<file path="src/rtl/stream_mux_rr_pkg.sv">
// Shared types and constants for the round-robin stream multiplexer.
package stream_mux_pkg;

    // Arbitration state: free to choose a new channel, or locked to one mid-packet.
    typedef enum logic {IDLE, LOCK} smux_state_t;

    // Encoding of the mode input.
    localparam logic MODE_FIXED = 1'b0;
    localparam logic MODE_RR    = 1'b1;

endpackage

</file>
<file path="src/rtl/stream_mux_rr_if.sv">
// Handshake bundle between producers, the multiplexer and the shared sink.
// The mux side uses the slave modport; the producer/sink side uses master.
interface stream_mux_rr_if #(
    parameter int WIDTH = 12,
    parameter int NCH   = 4
);
    localparam int SELW = $clog2(NCH);

    logic                  mode;
    logic [SELW-1:0]       sel;
    logic [NCH-1:0]        in_valid;
    logic [NCH-1:0]        in_last;
    logic [NCH*WIDTH-1:0]  in_data;
    logic [NCH-1:0]        in_ready;
    logic                  out_valid;
    logic [WIDTH-1:0]      out_data;
    logic                  out_last;
    logic [SELW-1:0]       out_ch;
    logic                  out_ready;

    modport master (
        output mode, sel, in_valid, in_last, in_data, out_ready,
        input  in_ready, out_valid, out_data, out_last, out_ch
    );

    modport slave (
        input  mode, sel, in_valid, in_last, in_data, out_ready,
        output in_ready, out_valid, out_data, out_last, out_ch
    );

endinterface

</file>
<file path="src/rtl/stream_mux_rr_rr_pick.sv">
// Rotating-priority encoder: returns the first requesting index found when
// scanning ptr, ptr+1, ... wrapping modulo NCH.
module rr_pick #(
    parameter int NCH = 4
) (
    input  logic [NCH-1:0]          req,
    input  logic [$clog2(NCH)-1:0]  ptr,
    output logic [$clog2(NCH)-1:0]  gnt_idx,
    output logic                    any
);
    localparam int SELW = $clog2(NCH);

    // Scan all positions starting at ptr; the first hit wins.
    always_comb begin
        logic            found;
        int              idx;
        logic [SELW-1:0] idx_sel;
        gnt_idx = '0;
        found   = 1'b0;
        for (int k = 0; k < NCH; k++) begin
            idx = int'(ptr) + k;
            if (idx >= NCH) begin
                idx = idx - NCH;
            end
            idx_sel = SELW'(idx);
            if (!found && req[idx_sel]) begin
                found   = 1'b1;
                gnt_idx = idx_sel;
            end
        end
    end

    assign any = |req;

endmodule

</file>
<file path="src/rtl/stream_mux_rr.sv">
// NCH-channel registered stream multiplexer with fixed or round-robin
// channel choice. A channel keeps the grant until its last beat is taken.
module stream_mux_rr #(
    parameter int WIDTH = 12,
    parameter int NCH   = 4
) (
    input  logic            clk,
    input  logic            reset,
    stream_mux_rr_if.slave  bus
);
    import stream_mux_pkg::*;

    localparam int SELW = $clog2(NCH);

    smux_state_t      state_reg, state_next;
    logic [SELW-1:0]  lock_ch_reg, lock_ch_next;
    logic [SELW-1:0]  rr_ptr_reg, rr_ptr_next;
    logic             out_valid_reg;
    logic [WIDTH-1:0] out_data_reg;
    logic             out_last_reg;
    logic [SELW-1:0]  out_ch_reg;

    logic             load_en;
    logic             grant_ok;
    logic [SELW-1:0]  grant;
    logic [SELW-1:0]  rr_idx;
    logic             rr_any;
    logic [NCH-1:0]   in_ready_vec;
    logic [WIDTH-1:0] ch_data [NCH];
    logic             xfer;
    logic [WIDTH-1:0] beat_data;
    logic             beat_last;

    rr_pick #(.NCH(NCH)) u_pick (
        .req     (bus.in_valid),
        .ptr     (rr_ptr_reg),
        .gnt_idx (rr_idx),
        .any     (rr_any)
    );

    // The output register can take a new beat when empty or being drained.
    assign load_en = !out_valid_reg | bus.out_ready;

    // Lock overrides everything; otherwise mode picks fixed select or round-robin.
    always_comb begin
        grant    = rr_idx;
        grant_ok = rr_any;
        if (state_reg == LOCK) begin
            grant    = lock_ch_reg;
            grant_ok = 1'b1;
        end else if (bus.mode == MODE_FIXED) begin
            grant    = bus.sel;
            grant_ok = (int'(bus.sel) < NCH);
        end
    end

    generate
        for (genvar gi = 0; gi < NCH; gi++) begin : g_ch
            assign ch_data[gi]      = bus.in_data[gi*WIDTH +: WIDTH];
            assign in_ready_vec[gi] = load_en & grant_ok & (grant == SELW'(gi));
        end
    endgenerate

    assign bus.in_ready = in_ready_vec;
    assign xfer         = |(bus.in_valid & in_ready_vec);
    assign beat_data    = ch_data[grant];
    assign beat_last    = bus.in_last[grant];

    // Packet lock tracking and round-robin pointer advance on accepted beats.
    always_comb begin
        state_next   = state_reg;
        lock_ch_next = lock_ch_reg;
        rr_ptr_next  = rr_ptr_reg;
        if (xfer) begin
            if (state_reg == IDLE && !beat_last) begin
                state_next   = LOCK;
                lock_ch_next = grant;
            end else if (state_reg == LOCK && beat_last) begin
                state_next = IDLE;
            end
            if (beat_last && bus.mode == MODE_RR) begin
                rr_ptr_next = (grant == SELW'(NCH - 1)) ? '0 : grant + SELW'(1);
            end
        end
    end

    // State and output register; an empty or drained slot loads the accepted beat.
    always_ff @(posedge clk or posedge reset) begin
        if (reset) begin
            state_reg     <= IDLE;
            lock_ch_reg   <= '0;
            rr_ptr_reg    <= '0;
            out_valid_reg <= 1'b0;
            out_data_reg  <= '0;
            out_last_reg  <= 1'b0;
            out_ch_reg    <= '0;
        end else begin
            state_reg   <= state_next;
            lock_ch_reg <= lock_ch_next;
            rr_ptr_reg  <= rr_ptr_next;
            if (load_en) begin
                out_valid_reg <= xfer;
                if (xfer) begin
                    out_data_reg <= beat_data;
                    out_last_reg <= beat_last;
                    out_ch_reg   <= grant;
                end
            end
        end
    end

    assign bus.out_valid = out_valid_reg;
    assign bus.out_data  = out_data_reg;
    assign bus.out_last  = out_last_reg;
    assign bus.out_ch    = out_ch_reg;

endmodule

</file>
<file path="src/flat_wrapper.sv">
// flat-port wrapper written by rule: the top's interface ports become plain ports
module stream_mux_rr_flat import stream_mux_pkg::*;
#(
    parameter int WIDTH = 12,
    parameter int NCH   = 4
)
  (clk, reset, bus_mode, bus_sel, bus_in_valid, bus_in_last, bus_in_data, bus_out_ready, bus_in_ready, bus_out_valid, bus_out_data, bus_out_last, bus_out_ch);
  stream_mux_rr_if #(.WIDTH(WIDTH), .NCH(NCH)) bus_i ();
  input  logic clk;
  input  logic reset;
  input wire logic [$bits(bus_i.mode)-1:0] bus_mode;
  input wire logic [$bits(bus_i.sel)-1:0] bus_sel;
  input wire logic [$bits(bus_i.in_valid)-1:0] bus_in_valid;
  input wire logic [$bits(bus_i.in_last)-1:0] bus_in_last;
  input wire logic [$bits(bus_i.in_data)-1:0] bus_in_data;
  input wire logic [$bits(bus_i.out_ready)-1:0] bus_out_ready;
  output wire logic [$bits(bus_i.in_ready)-1:0] bus_in_ready;
  output wire logic [$bits(bus_i.out_valid)-1:0] bus_out_valid;
  output wire logic [$bits(bus_i.out_data)-1:0] bus_out_data;
  output wire logic [$bits(bus_i.out_last)-1:0] bus_out_last;
  output wire logic [$bits(bus_i.out_ch)-1:0] bus_out_ch;
  assign bus_i.mode = bus_mode;
  assign bus_i.sel = bus_sel;
  assign bus_i.in_valid = bus_in_valid;
  assign bus_i.in_last = bus_in_last;
  assign bus_i.in_data = bus_in_data;
  assign bus_i.out_ready = bus_out_ready;
  assign bus_in_ready = bus_i.in_ready;
  assign bus_out_valid = bus_i.out_valid;
  assign bus_out_data = bus_i.out_data;
  assign bus_out_last = bus_i.out_last;
  assign bus_out_ch = bus_i.out_ch;
  stream_mux_rr #(.WIDTH(WIDTH), .NCH(NCH)) u_core (.clk(clk), .reset(reset), .bus(bus_i));
endmodule
</file>
<file path="config.mk">
export PLATFORM = sky130hd
export DESIGN_NAME = stream_mux_rr_flat
export DESIGN_NICKNAME = d
export VERILOG_FILES = /design/src/rtl/stream_mux_rr_pkg.sv /design/src/rtl/stream_mux_rr_if.sv /design/src/rtl/stream_mux_rr_rr_pick.sv /design/src/rtl/stream_mux_rr.sv /design/src/flat_wrapper.sv
export SDC_FILE = /design/constraint.sdc
export NUM_CORES = 1
export LEC_CHECK = 0
export ABC_AREA = 1
export CAP_MARGIN = 20
export CORE_MARGIN = 3
export CORE_UTILIZATION = 44
export DETAILED_ROUTE_END_ITERATION = 10
export HOLD_SLACK_MARGIN = 0.12
export PLACE_DENSITY = 0.85
export SLEW_MARGIN = 5
export SYNTH_ARGS = -nofsm -noshare
export SYNTH_HDL_FRONTEND = slang
export SYNTH_SLANG_ARGS = --single-unit
</file>
<file path="constraint.sdc">
create_clock -name clk -period 3.3 [get_ports clk]
set_clock_uncertainty 0.05 [all_clocks]
set_input_delay 0.66 -clock clk [delete_from_list [all_inputs] [get_ports clk]]
set_output_delay 0.66 -clock clk [all_outputs]
set_load 0.05 [all_outputs]
</file>
Word level (Yosys, flattened, before mapping)
Cells that the tools add are included.
Word-level totals
  bits of input ports: 62
  logic and storage cells: 87
  flip-flop bits (word level): 21
  output and inout bits: 20
Operators by class
  order comparisons: 10
  reduce and logical (&&, ||, !) cells: 19
  equality and inequality tests: 3
  multiplexer cells: 31
  add/subtract/negate cells: 8
  bitwise logic cells: 9
Operators by type and width (count)
  $bmux W12 S2: 1
  $mux W12: 2
  $mux W2: 11
  $lt A2 B3 Y1 const B: 5
  $ge A3 B3 Y1 const B: 4
  $mux W1: 12
  $bmux W1 S2: 5
  $reduce_and A2 Y1: 4
  $reduce_or A4 Y1: 2
  $sub A2 B1 Y2 const B: 4
  $add A2 B2 Y3 const B: 2
  $logic_and A1 B1 Y1: 6
  $and A1 B1 Y1: 5
  $logic_not A1 Y1: 5
  $and A4 B4 Y4: 1
  $eq A2 B2 Y1 const B: 2
  $add A2 B1 Y3 const B: 1
  $ge A2 B3 Y1 const B: 1
  $not A2 Y3: 1
  $add A2 B1 Y2 const B: 1
  $eq A2 B1 Y1 const B: 1
  $logic_not A2 Y1: 1
  $reduce_bool A2 Y1: 1
  $not A1 Y1: 1
  $or A1 B1 Y1: 1

Logic depth before layout (Yosys ltp)
Gate-level depths: netlist of the first run.
  depth after elaboration: 22
  depth in mapped cells: 22
  mapped depth without buffers: 21

Cells and area by module
From an unflattened synthesis of the first run, not the netlist that was laid out.
Second synthesis, totals
  cell total of the unflattened synthesis: 279
  area, all modules: 1865.5 um^2
By module, submodules not included
  stream_mux_rr: cells each 230, times used 1, seq. area each 525.5 um^2, area an instance 1622.8 um^2
  rr_pick: cells each 49, times used 1, seq. area each 0.0 um^2, area an instance 242.7 um^2

Worst setup path after synthesis of the first run
No wires, ideal clock.
  path kind: input to output
  start: in bus_in_valid[3]
  end: out bus_in_ready[2]
  buffers on the path: 0
  arrival time: 2.559 ns
  slack: 0.031 ns
  cell stages on the path: 11
  data required time: 2.590 ns
  cell sequence: inv_1 > nand2_1 > nand3_1 > nand2_1 > nor2_1 > nand2_1 > nand2_1 > nand3_2 > nand2_2 > nand2_4 > nor3_1
On the way
  cells in the longest elaborated chain, start to end: 16
  elaborated cells on any way between the ends: 29
  classes of those cells: 1 x eq/ne; 19 x mux; 2 x bitwise; 7 x reduce/logical
RTL lines
  start: declaration: line flat_wrapper.sv:13  | input wire logic [$bits(bus_i.in_valid)-1:0] bus_in_valid;
  $bmux W1 S2: line stream_mux_rr_rr_pick.sv:26  | if (!found && req[idx_sel]) begin
  $mux W1 (not written as such): line stream_mux_rr_rr_pick.sv:26
  $mux W1: line stream_mux_rr_rr_pick.sv:26
  $logic_not A1 Y1: line stream_mux_rr_rr_pick.sv:26
  $logic_and A1 B1 Y1: line stream_mux_rr_rr_pick.sv:26
  $mux W1: line stream_mux_rr_rr_pick.sv:26
  $logic_not A1 Y1: line stream_mux_rr_rr_pick.sv:26
  $logic_and A1 B1 Y1: line stream_mux_rr_rr_pick.sv:26
  $mux W1: line stream_mux_rr_rr_pick.sv:26
  $logic_not A1 Y1: line stream_mux_rr_rr_pick.sv:26
  $logic_and A1 B1 Y1: line stream_mux_rr_rr_pick.sv:26
  $mux W2: line stream_mux_rr_rr_pick.sv:26
  $mux W2: line stream_mux_rr.sv:51  | end else if (bus.mode == MODE_FIXED) begin
  $mux W2: line stream_mux_rr.sv:48  | if (state_reg == LOCK) begin
  $eq A2 B2 Y1: line stream_mux_rr.sv:60  | assign in_ready_vec[gi] = load_en & grant_ok & (grant == SELW'(gi));
  $and A1 B1 Y1 *: line stream_mux_rr.sv:60
  end: declaration: line flat_wrapper.sv:17  | output wire logic [$bits(bus_i.in_ready)-1:0] bus_in_ready;
Every way passes the cells marked *; elsewhere a longest branch is shown, timed or not. The select of a mux whose other input is x is not followed.

Worst setup path in the final report of the first run
  start: in bus_in_valid[0]
  end: out bus_in_ready[1]
On the way
  cells in the longest elaborated chain, start to end: 16
  elaborated cells on any way between the ends: 29
  classes of those cells: 1 x eq/ne; 19 x mux; 2 x bitwise; 7 x reduce/logical
RTL lines (line)
  $bmux W1 S2: stream_mux_rr_rr_pick.sv:26
  $mux W1 (not written as such): stream_mux_rr_rr_pick.sv:26
  $mux W1: stream_mux_rr_rr_pick.sv:26
  $logic_not A1 Y1: stream_mux_rr_rr_pick.sv:26
  $logic_and A1 B1 Y1: stream_mux_rr_rr_pick.sv:26
  $mux W1: stream_mux_rr_rr_pick.sv:26
  $logic_not A1 Y1: stream_mux_rr_rr_pick.sv:26
  $logic_and A1 B1 Y1: stream_mux_rr_rr_pick.sv:26
  $mux W1: stream_mux_rr_rr_pick.sv:26
  $logic_not A1 Y1: stream_mux_rr_rr_pick.sv:26
  $logic_and A1 B1 Y1: stream_mux_rr_rr_pick.sv:26
  $mux W2: stream_mux_rr_rr_pick.sv:26
  $mux W2: stream_mux_rr.sv:51
  $mux W2: stream_mux_rr.sv:48
  $eq A2 B1 Y1: stream_mux_rr.sv:60
  $and A1 B1 Y1 *: stream_mux_rr.sv:60
Marked as above.

==> metrics.md, run 1 <==
| Metric | Value |
|---|---|
| Status | complete, no violations |
| IO Pins | 82 |
| Crit path kind | in -> out |
| Total CTS buffers | 3 |
| Hold Path Stages | 2 |
| Detail Route Antenna Nets | 0 |
| Antenna violations before repair | 0 |
| Slowest cell on crit path | clkdlybuf4s50_1 |
| Area of the multi-input gates | 1030 um^2 |
| Post-DP HPWL | 4250 um |
| Switching Share | 0.553 |
| Core Area | 3490 um^2 |
| Clock Power Share | 0.060 |
| TritonRoute pass-1 iters | 5 |
| Share of layout cells above drive strength 1 | 0.128 |
| Fin area | 2690 um^2 |
| CTS clk-pin slew, worst paths | 0.08 ns |
| Final min period | 3.18 ns |
| Largest net degree at the start of global routing | 22 |
| Synthesized Nets | 335 |
| Post-CTS Setup Bufs | 0 |
| Reg power frac | 0.171 |
| Tcrit/Tclk final | 0.963 |
| Req. time, crit path | 2.59 ns |
| Number of synthesized flops with an enable pin | 0 |
| Crit end category | output pin |
| Warnings from Yosys | 0 |
| Global placement routability congestion | 0.944 |
| Worst-Skew Late Latency | 0.26 ns |
| Comb power frac | 0.769 |
| Mapped cell area | 1680 um^2 |
| Diodes inserted | 0 |
| Filler Cells Inserted | 265 |
| Pint | 1240 uW |
| Mean Syn Cell Area | 6.18 um^2 |
| Async SR Flop Fraction | 1.00 |
| Longest Clk Path Bufs | 2 |
| CTS sink cnt | 21 |
| Top post-synthesis cells by count | nand2_1, dfrtp_1, inv_1, nand4_1 |
| Max reg flops | 12 |
| Layout area overhead | 59.8% |
| Most frequent cell after synthesis | nand2_1 |
| Synth Flop Type | dfrtp_1 |
| FF+latch area | 526 um^2 |
| Fin. Hold Viols | 0 |
| DRC Markers | 0 |
| Htree depth | 1 |
| MaxCap Viol Count | 0 |
| Final core utilization | 0.769 |
| Die area | 4600 um^2 |
| Power Density | 1040 nW/um^2 |
| Most used cell, CP | nand2_1 |
| Final net count | 424 |
| Reg2reg path depth | 20 |
| Die Ht | 67.8 um |
| Final slew viol count | 0 |
| Synth top area share | 0.339 |
| Top post-synthesis cells by area | nand2_1, dfrtp_1, nand4_1 |
| Initial core utilization | 0.481 |
| Critical path cell sequence | clkdlybuf4s50_1, inv_1, nand2_1, nand2_1, nand2_1, nand2_1, nand4_1, nand2_1, o21bai_4, nand2_4, nor3_1, buf_12 |
| Vias per cell | 4.91 |
| Post-Route WL | 5310 um |
| Seq/Total Area, Yosys | 0.313 |
| Post-Synthesis Cells | 272 |
| Overall via count from detail_route | 1995 |
| IO Port Bufs | 81 |
| Peak supply drop | 0.696 mV |
| CTS tree | done |
| Worst-path maximum fanout | 4 |
| Die X | 67.8 um |
| Root Driver | clkbuf_8 |
| Final setup violation count | 0 |
| Post-CTS Hold Buffers | 0 |
| Pleak | 0.00137 uW |
| Post-synth cell types | 25 |
| Total track usage | 0.234 |
| Row Count | 21 |
| DRT iter0 DRCs | 157 |
| Synth area leader | nand2_1 |
| Slew of the pin with the lowest slew margin | 0.803 ns |
| Total power | 2780 uW |
| Setup crit start kind | input port |
| Fmax | 315 MHz |
| Routed len/inst | 13.1 um |
| Relative slew slack | 0.464 |
| Synthesis-stage register bit count | 21 |
| First-pass GRT wire length | 8290 um |
| CP arrival | 2.47 ns |
| Switching Power | 1540 uW |
| Total grt overflow | 0 |
| Hold WC Path Type | reg -> reg |
| Placed cell area | 2620 um^2 |
| Final setup TNS | 0 ns |
| Critical Path Max Stage Delay | 0.49 ns |
| Vias in the first global route | 1904 |
==> worst max-delay path: cells and delay by family <==
family / cells / cell delay [ns]
AOI/OAI and AO/OA: 1 / 0.18
buffers and inverters: 3 / 0.76
and+or+nand+nor: 8 / 0.86
==> cell usage in the layout (no fill, tap or decap), types with 3 or more instances in the layout <==
master           instances
clkdlybuf4s50_1         74
nand2_1                151
dlymetal6s2s_1           3
nand3_1                 10
clkbuf_8                 3
nand3_2                  3
buf_4                   12
nor2_2                   3
nor2_1                   9
dfrtp_1                 21
nand4_1                 17
inv_1                   17
nand2_2                  6
buf_12                   4
inv_2                    5
o21ai_0                  5
==> through the flow <==
step,hold slack (ns),instances,worst slack [ns]
finish,0.431,406,0.123
detailed placement,0.415,402,0.0220
floorplan,0.392,272,0.0307
global route,0.457,406,-0.00175
global placement,0.412,402,0.0862
CTS,0.436,406,0.0260
==> repair_timing <==
| item | CTS | global route |
|---|---|---|
| setup endpoints to repair | 0 | 4 |
| hold endpoints to repair | 0 | 0 |
| resized for setup | 0 | 8 |
==> layer usage <==
layer,track usage,wire length (um),up-vias
met3,0.0411,253,6
met5,0,0,-
li1,-,-,1038
met2,0.405,2790,61
met4,0.0720,55,0
met1,0.296,2210,890
==> final cells by class <==
class / instances / share of cell area
tap: 46 / 0.0214
multi-input combinational: 220 / 0.382
timing repair buffer: 93 / 0.353
clock buffer: 3 / 0.0154
clock inverter: 1 / 0.00186
inverter: 22 / 0.0307
sequential: 21 / 0.196
==> final timing paths <==
path,startpoint,to,slack [ns]
setup / recovery,bus_in_valid[0],bus_in_ready[1],0.12
hold / removal,u_core.bus.out_ch[1],u_core.bus.out_ch[1],0.43
setup reg to reg,u_core.rr_ptr_reg[0],u_core.bus.out_data[7],0.54
hold reg to reg,u_core.bus.out_ch[1],u_core.bus.out_ch[1],0.43
max in group asynchronous,reset,u_core.bus.out_data[8],1.89
min in group asynchronous,reset,u_core.bus.out_data[4],0.80
==> cells by family (layout without fill, tap and decap cells) <==
family | after synthesis | in the layout | synth area share
compound gates | 12 | 12 | 0.0491
flops | 21 | 21 | 0.312
fa+ha+maj | 1 | 1 | 0.00744
simple gates | 207 | 207 | 0.543
buf+inv | 31 | 119 | 0.0878
==> power by group through the flow <==
stage	clock network, uW	logic, uW	registers [uW]
floorplan	0	1150	770
global placement	0	2070	475
detailed placement	0	2110	476
CTS	172	2120	474
global route	182	2320	497
finish	166	2140	475
Note: power is estimated with default switching activity, not from simulation.
==> run 2, diff against run 1 <==
--- a/config.mk
+++ b/config.mk
@@ -7,11 +7,12 @@
 export LEC_CHECK = 0
 export ABC_AREA = 1
 export CAP_MARGIN = 20
-export CORE_MARGIN = 3
-export CORE_UTILIZATION = 44
+export CORE_MARGIN = 5
+export CORE_UTILIZATION = 50
 export DETAILED_ROUTE_END_ITERATION = 10
+export DONT_BUFFER_PORTS = 1
 export HOLD_SLACK_MARGIN = 0.12
-export PLACE_DENSITY = 0.85
+export PLACE_DENSITY = 0.64
 export SLEW_MARGIN = 5
 export SYNTH_ARGS = -nofsm -noshare
 export SYNTH_HDL_FRONTEND = slang
==> run 2 against run 1 <==
  * Critical endpoint is now bus_in_ready[3]
  * Total power decreased by 20%
  * Fmax increased by 7.3%
  * Worst setup slack improved by 0.22 ns
==> metrics.md, run 2 (synthesized netlist as in run 1, its figures left out) <==
| Metric | Value |
|---|---|
| Power Density | 1290 nW/um^2 |
| Antenna violations before repair | 0 |
| Most frequent cells in the layout | nand2_1, dfrtp_1, inv_1, nand4_1 |
| Fin. Hold Viols | 0 |
| CTS clk-pin slew, worst paths | 0.12 ns |
| Worst Setup EP | bus_in_ready[3] |
| Post-CTS resize count | 0 |
| CP arrival | 2.25 ns |
| Filler Cells Inserted | 351 |
| Initial core utilization | 0.512 |
| Comb power frac | 0.583 |
| CTS sink cnt | 21 |
| Tcrit/Tclk final | 0.897 |
| Final setup TNS | 0 ns |
| Reg2reg start | u_core.rr_ptr_reg[0] |
| Post-CTS Hold Buffers | 0 |
| Vias in the first global route | 1463 |
| Crit path kind | reg -> out |
| Post-CTS Setup Bufs | 0 |
| Clock Power Share | 0.056 |
| Pleak | 0.000957 uW |
| First-pass GRT wire length | 6840 um |
| IO Port Bufs | 0 |
| Global placement routability congestion | 0.837 |
| Final setup violation count | 0 |
| TritonRoute pass-1 iters | 5 |
| Commonest non-fill, non-tap cell in the layout | nand2_1 |
| Die Ht | 68.0 um |
| DRC Markers | 0 |
| Final slew viol count | 0 |
| Diodes inserted | 0 |
| Overall via count from detail_route | 1669 |
| MaxCap Viol Count | 0 |
| Worst Setup SP | u_core.rr_ptr_reg[0] |
| DRT iter0 DRCs | 122 |
| Max reg flops | 12 |
| Row Count | 21 |
| Total CTS buffers | 3 |
| RSZ-0062 raised after global routing | false |
| Relative slew slack | 0.458 |
| Final net count | 336 |
| Htree depth | 1 |
| Hold WC Path Type | in -> async |
| Status | complete, no violations |
| Reg-to-Reg End | u_core.lock_ch_reg[0] |
| Largest net degree at the start of global routing | 22 |
| Final min period | 2.96 ns |
| CTS tree | done |
| Share of layout cells above drive strength 1 | 0.110 |
| Total power | 2240 uW |
| Pint | 839 uW |
| Longest Clk Path Bufs | 2 |
| Die area | 4620 um^2 |
| Total grt overflow | 0 |
| Vias per cell | 5.25 |
| Crit end category | output pin |
| Die X | 68.0 um |
| Switching Share | 0.625 |
| IO Pins | 82 |
| Setup crit start kind | register |
| Root Driver | clkbuf_4 |
| Detail Route Antenna Nets | 0 |
| Reg2reg path depth | 18 |
| Req. time, crit path | 2.59 ns |
| Core Area | 3280 um^2 |
| Layout area overhead | 3.42% |
| Fmax | 338 MHz |
| Total track usage | 0.192 |
| Slew of the pin with the lowest slew margin | 0.812 ns |
| Peak supply drop | 0.575 mV |
| Worst-path maximum fanout | 12 |
| Routed len/inst | 13.4 um |
| R2R Setup Slk | 0.63 ns |
| Post-DP HPWL | 3260 um |
| Reg power frac | 0.360 |
| Worst-Skew Late Latency | 0.31 ns |
| Switching Power | 1400 uW |
| Post-Route WL | 4250 um |
## run 2: worst min-delay path by stage
stage / startpoint / to / slack (ns) / cells past startpoint
6_report: reset / u_core.bus.out_data[4] / 0.33 / 1
4_1_cts: reset / u_core.bus.out_data[4] / 0.38 / 1
5_1_grt: bus_out_ready / u_core.bus.out_valid / 0.37 / 1
3_3_place_gp: u_core.lock_ch_reg[1] / u_core.lock_ch_reg[1] / 0.43 / 2
2_1_floorplan: u_core.lock_ch_reg[0] / u_core.lock_ch_reg[0] / 0.39 / 2
3_5_place_dp: u_core.lock_ch_reg[1] / u_core.lock_ch_reg[1] / 0.43 / 2
## run 2: stage by stage
| stage | hold slack, ns | util | instances | instance area [um^2] | setup slack (ns) |
|---|---|---|---|---|---|
| 5_1_grt | 0.370 | 0.530 | 318 | 1740 | 0.0653 |
| 6_report | 0.331 | 0.530 | 318 | 1740 | 0.340 |
| 4_1_cts | 0.375 | 0.529 | 318 | 1740 | 0.224 |
| 3_3_place_gp | 0.433 | 0.521 | 314 | 1710 | 0.601 |
| 3_5_place_dp | 0.427 | 0.521 | 314 | 1710 | 0.539 |
| 2_1_floorplan | 0.392 | - | 272 | 1680 | 0.0307 |
## run 2: final cells by class
type / count / area [um^2] / area share
Multi-Input combinational cell: 220 / 1010 / 0.580
Sequential cell: 21 / 527 / 0.303
Inverter: 22 / 82.6 / 0.0475
Tap cell: 46 / 57.6 / 0.0331
Timing Repair Buffer: 5 / 37.5 / 0.0216
Clock buffer: 4 / 26.3 / 0.0151
## run 2: worst max-delay path: stages, from the launching register on
cell	delay [ns]
dfrtp_2	0.50
inv_2	0.17
nand2_1	0.11
nand3_1	0.10
nand2_1	0.09
nor2_2	0.13
nand4_1	0.11
nand3_2	0.10
nand2_2	0.08
nand2_4	0.15
nand2_1	0.09
nor2_1	0.09
buf_4	0.20
## run 2: power by group through the flow
| stage | Clock (uW) | Combinational (uW) | Sequential [uW] |
|---|---|---|---|
| 2_1_floorplan | 0 | 1150 | 770 |
| 3_3_place_gp | 0 | 1320 | 814 |
| 3_5_place_dp | 0 | 1320 | 812 |
| 4_1_cts | 130 | 1330 | 808 |
| 5_1_grt | 142 | 1510 | 825 |
| 6_report | 126 | 1300 | 806 |
## run 2: routing by layer
layer | share of wire | global-route usage | wire, um
met1 | 0.41 | 0.249 | 1750
met4 | 0.0045 | 0.0347 | 19
met2 | 0.48 | 0.314 | 2060
met3 | 0.099 | 0.0624 | 420
met5 | 0 | 0 | 0
